**src/rtl/i2c_slave_regfile.sv**
```systemverilog
// I2C target with a byte-wide register file addressed by a pointer byte.
// SCL/SDA are oversampled on wb_clk_i; SCL is never driven or stretched.
module i2c_slave_regfile #(
    parameter logic [6:0] SLV_ADDR = 7'h50,
    parameter int         DEPTH    = 16,
    parameter int         AW       = $clog2(DEPTH)
) (
    input  logic          wb_clk_i,
    input  logic          wb_rst_i,
    input  logic          scl_pad_i,
    input  logic          sda_pad_i,
    output logic          sda_pad_o,
    output logic          sda_padoen_o,
    output logic          busy_o,
    output logic          wr_stb_o,
    output logic [AW-1:0] wr_addr_o,
    output logic [7:0]    wr_data_o,
    input  logic [AW-1:0] loc_addr_i,
    output logic [7:0]    loc_data_o
);

    typedef enum logic [3:0] {
        S_IDLE,
        S_ADDR,
        S_ADDR_ACK,
        S_WR_PTR,
        S_PTR_ACK,
        S_WR_DATA,
        S_DATA_ACK,
        S_RD_DATA,
        S_RD_ACK,
        S_WAIT_P
    } state_t;

    // [0],[1] synchronize, [2] is the previous synchronized value for edge detect
    logic [2:0] scl_pipe, sda_pipe;

    always_ff @(posedge wb_clk_i or posedge wb_rst_i) begin
        if (wb_rst_i) begin
            scl_pipe <= 3'b111;
            sda_pipe <= 3'b111;
        end else begin
            scl_pipe <= {scl_pipe[1:0], scl_pad_i};
            sda_pipe <= {sda_pipe[1:0], sda_pad_i};
        end
    end

    logic scl, scl_d, sda, sda_d;
    logic scl_rise, scl_fall, start, stop;

    assign scl      = scl_pipe[1];
    assign scl_d    = scl_pipe[2];
    assign sda      = sda_pipe[1];
    assign sda_d    = sda_pipe[2];
    assign scl_rise = scl & ~scl_d;
    assign scl_fall = ~scl & scl_d;
    assign start    = scl & scl_d & sda_d & ~sda;
    assign stop     = scl & scl_d & ~sda_d & sda;

    state_t                     state, state_nxt;
    logic [6:0]                 rx_sr, rx_sr_nxt;
    logic [6:0]                 tx_sr, tx_sr_nxt;
    logic [2:0]                 bit_cnt, bit_cnt_nxt;
    logic                       byte_done, byte_done_nxt;
    logic                       rw, rw_nxt;
    logic [AW-1:0]              ptr, ptr_nxt;
    logic                       padoen, padoen_nxt;
    logic                       busy, busy_nxt;
    logic                       wr_stb, wr_stb_nxt;
    logic [AW-1:0]              wr_addr, wr_addr_nxt;
    logic [7:0]                 wr_data, wr_data_nxt;
    logic                       rf_we;
    logic [DEPTH-1:0][7:0]      rf;
    logic [7:0]                 rx_byte;
    logic [7:0]                 rd_byte;

    assign rx_byte = {rx_sr, sda};
    assign rd_byte = rf[ptr];

    always_comb begin
        state_nxt     = state;
        rx_sr_nxt     = rx_sr;
        tx_sr_nxt     = tx_sr;
        bit_cnt_nxt   = bit_cnt;
        byte_done_nxt = byte_done;
        rw_nxt        = rw;
        ptr_nxt       = ptr;
        padoen_nxt    = padoen;
        busy_nxt      = busy;
        wr_stb_nxt    = 1'b0;
        wr_addr_nxt   = wr_addr;
        wr_data_nxt   = wr_data;
        rf_we         = 1'b0;

        if (start) begin
            state_nxt     = S_ADDR;
            bit_cnt_nxt   = 3'd0;
            byte_done_nxt = 1'b0;
            busy_nxt      = 1'b0;
            padoen_nxt    = 1'b1;
        end else if (stop) begin
            state_nxt     = S_IDLE;
            byte_done_nxt = 1'b0;
            busy_nxt      = 1'b0;
            padoen_nxt    = 1'b1;
        end else begin
            case (state)
                S_ADDR, S_WR_PTR, S_WR_DATA: begin
                    if (scl_rise) begin
                        rx_sr_nxt   = rx_byte[6:0];
                        bit_cnt_nxt = bit_cnt + 3'd1;
                        if (bit_cnt == 3'd7) begin
                            byte_done_nxt = 1'b1;
                            case (state)
                                S_ADDR: begin
                                    // a foreign address drops us back to idle without touching SDA
                                    if (rx_byte[7:1] != SLV_ADDR) begin
                                        state_nxt     = S_IDLE;
                                        byte_done_nxt = 1'b0;
                                    end
                                    rw_nxt = rx_byte[0];
                                end
                                S_WR_PTR: ptr_nxt = rx_byte[AW-1:0];
                                default: begin
                                    rf_we       = 1'b1;
                                    wr_stb_nxt  = 1'b1;
                                    wr_addr_nxt = ptr;
                                    wr_data_nxt = rx_byte;
                                    ptr_nxt     = ptr + AW'(1);
                                end
                            endcase
                        end
                    end else if (scl_fall && byte_done) begin
                        byte_done_nxt = 1'b0;
                        padoen_nxt    = 1'b0;
                        case (state)
                            S_ADDR: begin
                                state_nxt = S_ADDR_ACK;
                                busy_nxt  = 1'b1;
                            end
                            S_WR_PTR: state_nxt = S_PTR_ACK;
                            default:  state_nxt = S_DATA_ACK;
                        endcase
                    end
                end
                S_ADDR_ACK: begin
                    if (scl_fall) begin
                        bit_cnt_nxt = 3'd0;
                        if (rw) begin
                            tx_sr_nxt  = rd_byte[6:0];
                            padoen_nxt = rd_byte[7];
                            state_nxt  = S_RD_DATA;
                        end else begin
                            padoen_nxt = 1'b1;
                            state_nxt  = S_WR_PTR;
                        end
                    end
                end
                S_PTR_ACK, S_DATA_ACK: begin
                    if (scl_fall) begin
                        padoen_nxt  = 1'b1;
                        bit_cnt_nxt = 3'd0;
                        state_nxt   = S_WR_DATA;
                    end
                end
                S_RD_DATA: begin
                    if (scl_fall) begin
                        if (bit_cnt == 3'd7) begin
                            padoen_nxt    = 1'b1;
                            ptr_nxt       = ptr + AW'(1);
                            bit_cnt_nxt   = 3'd0;
                            byte_done_nxt = 1'b0;
                            state_nxt     = S_RD_ACK;
                        end else begin
                            bit_cnt_nxt = bit_cnt + 3'd1;
                            padoen_nxt  = tx_sr[6];
                            tx_sr_nxt   = {tx_sr[5:0], 1'b0};
                        end
                    end
                end
                S_RD_ACK: begin
                    // byte_done marks a sampled ACK; the next byte goes out on the following fall
                    if (scl_rise) begin
                        if (sda) state_nxt = S_WAIT_P;
                        else     byte_done_nxt = 1'b1;
                    end else if (scl_fall && byte_done) begin
                        byte_done_nxt = 1'b0;
                        bit_cnt_nxt   = 3'd0;
                        tx_sr_nxt     = rd_byte[6:0];
                        padoen_nxt    = rd_byte[7];
                        state_nxt     = S_RD_DATA;
                    end
                end
                S_IDLE, S_WAIT_P: begin
                end
                default: state_nxt = S_IDLE;
            endcase
        end
    end

    always_ff @(posedge wb_clk_i or posedge wb_rst_i) begin
        if (wb_rst_i) begin
            state     <= S_IDLE;
            rx_sr     <= '0;
            tx_sr     <= '0;
            bit_cnt   <= '0;
            byte_done <= 1'b0;
            rw        <= 1'b0;
            ptr       <= '0;
            padoen    <= 1'b1;
            busy      <= 1'b0;
            wr_stb    <= 1'b0;
            wr_addr   <= '0;
            wr_data   <= '0;
        end else begin
            state     <= state_nxt;
            rx_sr     <= rx_sr_nxt;
            tx_sr     <= tx_sr_nxt;
            bit_cnt   <= bit_cnt_nxt;
            byte_done <= byte_done_nxt;
            rw        <= rw_nxt;
            ptr       <= ptr_nxt;
            padoen    <= padoen_nxt;
            busy      <= busy_nxt;
            wr_stb    <= wr_stb_nxt;
            wr_addr   <= wr_addr_nxt;
            wr_data   <= wr_data_nxt;
        end
    end

    always_ff @(posedge wb_clk_i or posedge wb_rst_i) begin
        if (wb_rst_i)   rf      <= '0;
        else if (rf_we) rf[ptr] <= rx_byte;
    end

    assign sda_pad_o    = 1'b0;
    assign sda_padoen_o = padoen;
    assign busy_o       = busy;
    assign wr_stb_o     = wr_stb;
    assign wr_addr_o    = wr_addr;
    assign wr_data_o    = wr_data;
    assign loc_data_o   = rf[loc_addr_i];

endmodule

```
**config.mk**
```make
export PLATFORM = sky130hd
export DESIGN_NAME = i2c_slave_regfile
export DESIGN_NICKNAME = d
export VERILOG_FILES = /design/src/rtl/i2c_slave_regfile.sv
export SDC_FILE = /design/constraint.sdc
export NUM_CORES = 1
export LEC_CHECK = 0
export ABC_AREA = 1
export CAP_MARGIN = 15
export CORE_MARGIN = 1.5
export CORE_UTILIZATION = 50
export CTS_CLUSTER_SIZE = 14
export DETAILED_ROUTE_END_ITERATION = 7
export PLACE_DENSITY_LB_ADDON = 0.12
export SYNTH_ARGS = -nofsm -noshare
export SYNTH_HDL_FRONTEND = slang
export SYNTH_SLANG_ARGS = --single-unit
```
**constraint.sdc**
```tcl
create_clock -name wb_clk_i -period 11.6 [get_ports wb_clk_i]
set_input_delay 2.32 -clock wb_clk_i [delete_from_list [all_inputs] [get_ports wb_clk_i]]
set_output_delay 2.32 -clock wb_clk_i [all_outputs]
set_load 0.05 [all_outputs]
```
==> summary.md <==
| Metric | Value |
|---|---|
| Slew headroom | 0.248 |
| Num Clock Sinks | 176 |
| Sw frac | 0.336 |
| Crit path launch | loc_addr_i[1] |
| Total design power | 1.55 mW |
| Leading area contributor after synthesis | dfrtp_1 |
| TritonCTS clock tree | built |
| Top cells by area, synth | dfrtp_1, nand2_1, o21ai_2, o21ai_0, a21oi_1 |
| Gr ovfl total | 0 |
| Gpl congestion | 0.922 |
| Worst Hold Class | register to register |
| Crit Path Max Fanout | 42 |
| Combinational power share | 0.193 |
| Core Box Area | 19700 um2 |
| Sw Pwr | 519 uW |
| Total CTS buffers | 17 |
| Max_cap viols | 0 |
| Status | completed |
| Layout Utilization | 0.557 |
| Clock power frac | 0.386 |
| Max Slew Vio Count | 0 |
| Period utilization | 0.642 |
| Least-Margin Pin Slew | 1.13 ns |
| Crit path kind | input port to primary output |
| Min-delay src | sda_pipe[0] |
| Detail Route Antenna Nets | 0 |
| Post-CTS Resized | 0 |
| Htree depth | 4 |
| Synth Flop Type | dfrtp_1 |
| DRT Wirelength | 28000 um |
| DR pass1 iterations | 5 |
| Clk Latency, worst-skew pair | 0.45 ns |
| Row count | 51 |
| DRC viols | 0 |
| Boundary pin count | 32 |
| Pin count of the biggest net entering global routing | 105 |
| Setup_tns | 0 ns |
| Vias per inst | 5.67 |
| Yosys reg bits | 176 |
| Initial DRC Count | 817 |
| F_max | 0.134 GHz |
| Pwr Density | 141 nW/um2 |
| Share of power burned in registers | 0.421 |
| Fraction of layout cells with a size suffix above 1 | 0.151 |
| Syn Inst Count | 1254 |
| Most frequent cells in the layout | nand2_1, dfrtp_1, o21ai_0 |
| Routed vias | 8559 |
| Post CTS Setup Buffer Count | 0 |
| IO buf count | 30 |
| Internal | 1.03 mW |
| Mapped cell area | 10100 um2 |
| Final Instance Area | 11000 um2 |
| Clock Skew | 0.0192 ns |
| Post-DP HPWL | 18700 um |
| Final setup margin | 4.16 ns |
| Synth Area in Compound Gates | 0.230 |
| Simple-gate share of the synthesized area | 0.224 |
| DP Worst Slack | 4.19 ns |
| Die Y | 145 um |
| Hold_buf cts | 0 |
| Total GRT Usage | 0.278 |
| Post-Synth Adder-Cell Area | 0.00743 |
| Yosys synthesis warning count | 0 |
| Cell Area, Placed | 10300 um2 |
| Synth async-reset ratio | 1.00 |
| Worst path required time | 9.28 ns |
| ANT cells | 0 |
| Vias in the first global route | 8059 |
| Distinct cells, synth | 37 |
| Post-synthesis mux area share | 0.0188 |
| Reg2Reg Launch Point | ptr[0] |
| First-pass GRT wire length | 45900 um |
| Max clock buf depth | 2 |
| CP endpoint kind | primary output |
| Area fraction of the dominant cell type after synthesis | 0.419 |
| Sequential element share of the synthesized area | 0.437 |
| DIE WIDTH | 145 um |
| EDFF count, synth | 0 |
| Avg Cell Area, Syn | 8.05 um2 |
| CTS Root Cell | clkbuf_16 |
| Average wire per standard cell | 18.6 um |
| Antenna violations before repair | 0 |
| Syn_nets | 1268 |
| Leakage power | 5.02 nW |
| RSZ-0062 raised after global routing | no |
| Main combinational cell family by area after synthesis | compound AO/OA/AOI/OAI gates |
| Fin crit period | 7.44 ns |
| Area growth syn-to-layout | 8.44% |
| Number of setup violations in the final report | 0 |
| Crit path arrival time | 5.12 ns |
| Starting Density | 0.514 |
| Worst VDD drop | 0.109 mV |
| Reg clk slew, reported paths | 0.07 ns |
| Xor-xnor portion of the synthesized cell area | 0.00173 |
| Commonest non-fill, non-tap cell in the layout | nand2_1 |
| CP startpoint kind | input port |
| Final Hold Fails | 0 |
| Nets | 1245 |
| Die area | 21100 um2 |
-- power groups by stage --
stage	logic, mW	clock network [mW]	registers [mW]
after floorplan	0.215	0	0.663
after global placement	0.294	0	0.662
after detailed placement	0.298	0	0.662
after CTS	0.298	0.606	0.650
after global routing	0.332	0.628	0.654
final	0.299	0.596	0.650
-- metal layers --
metal / routed length, um / vias to the layer above / GRT usage
li1: - / 4135 / -
met2: 12300 / 309 / 0.409
met3: 1800 / 55 / 0.0462
met1: 13100 / 4060 / 0.409
met5: 0 / - / 0
met4: 847 / 0 / 0.105
-- cell families (layout without fill, tap and decap cells) --
| family | Yosys count | after routing |
|---|---|---|
| xor gates and xnor gates | 2 | 2 |
| AOI/OAI and AO/OA | 380 | 380 |
| and+or+nand+nor | 498 | 498 |
| adders and majority gates | 6 | 6 |
| buffers and inverters | 172 | 162 |
| other | 1 | 1 |
| muxes | 19 | 19 |
| DFF | 176 | 176 |
-- sequential cells by signal (all words and copies together), names as in the netlist, 4 cells and up --
name,count
rf,128
rx_sr,7
wr_addr_o,4
wr_data_o,8
ptr,4
tx_sr,7
state,4
-- area by class of cell --
cell class                      count  area, um2
Tap cell                          265        332
Clock inverter                     15        190
Sequential cell                   176       4420
Clock buffer                       17        425
Fill cell                        1895       8700
Timing Repair Buffer               41        380
Multi-Input combinational cell    906       4870
Inverter                           89        339
-- worst max-delay path, stage by stage --
cell and delay [ns]:
clkdlybuf4s50_1 0.45, buf_4 0.43, inv_1 0.46, o21ai_0 0.19, o21ai_0 0.09, o221ai_1 0.28, nand2_1 0.16, clkdlybuf4s50_1 0.73
-- synth_stat cells (2+ instances only) --
master    count
nor3_2        2
nor2_4        3
nand4_1      11
inv_1        82
nand2_4      16
nand3_2       3
nor2_8        4
buf_6        17
dfrtp_1     169
dfstp_2       7
o211ai_1     39
a21oi_1      62
inv_2         7
buf_4         2
buf_2        16
buf_1         6
o221ai_1      3
nand2_2      10
nand3_1      51
mux2i_1      19
nor3_1        7
clkbuf_1     41
o21ai_0     140
nand2_1     312
o21ai_1      51
nor2_1       71
ha_1          6
o21ai_2      82
nor2_2        6
xor2_1        2
-- through the flow --
step	hold WS (ns)	instances
CTS	0.358	1509
finish	0.358	1509
floorplan	0.345	1254
global route	0.363	1509
global placement	0.345	1477
detailed placement	0.347	1477
-- final timing paths --
check | endpoint | slack (ns) | cells after the start
max | loc_data_o[7] | 4.16 | 8
min | sda_pipe[1] | 0.36 | 0
max reg2reg | rf[4] | 8.62 | 9
min reg2reg | sda_pipe[1] | 0.36 | 0
max in group asynchronous | rf[122] | 7.43 | 4
min in group asynchronous | rf[9] | 2.25 | 2
(Power assumes the default switching activity.)
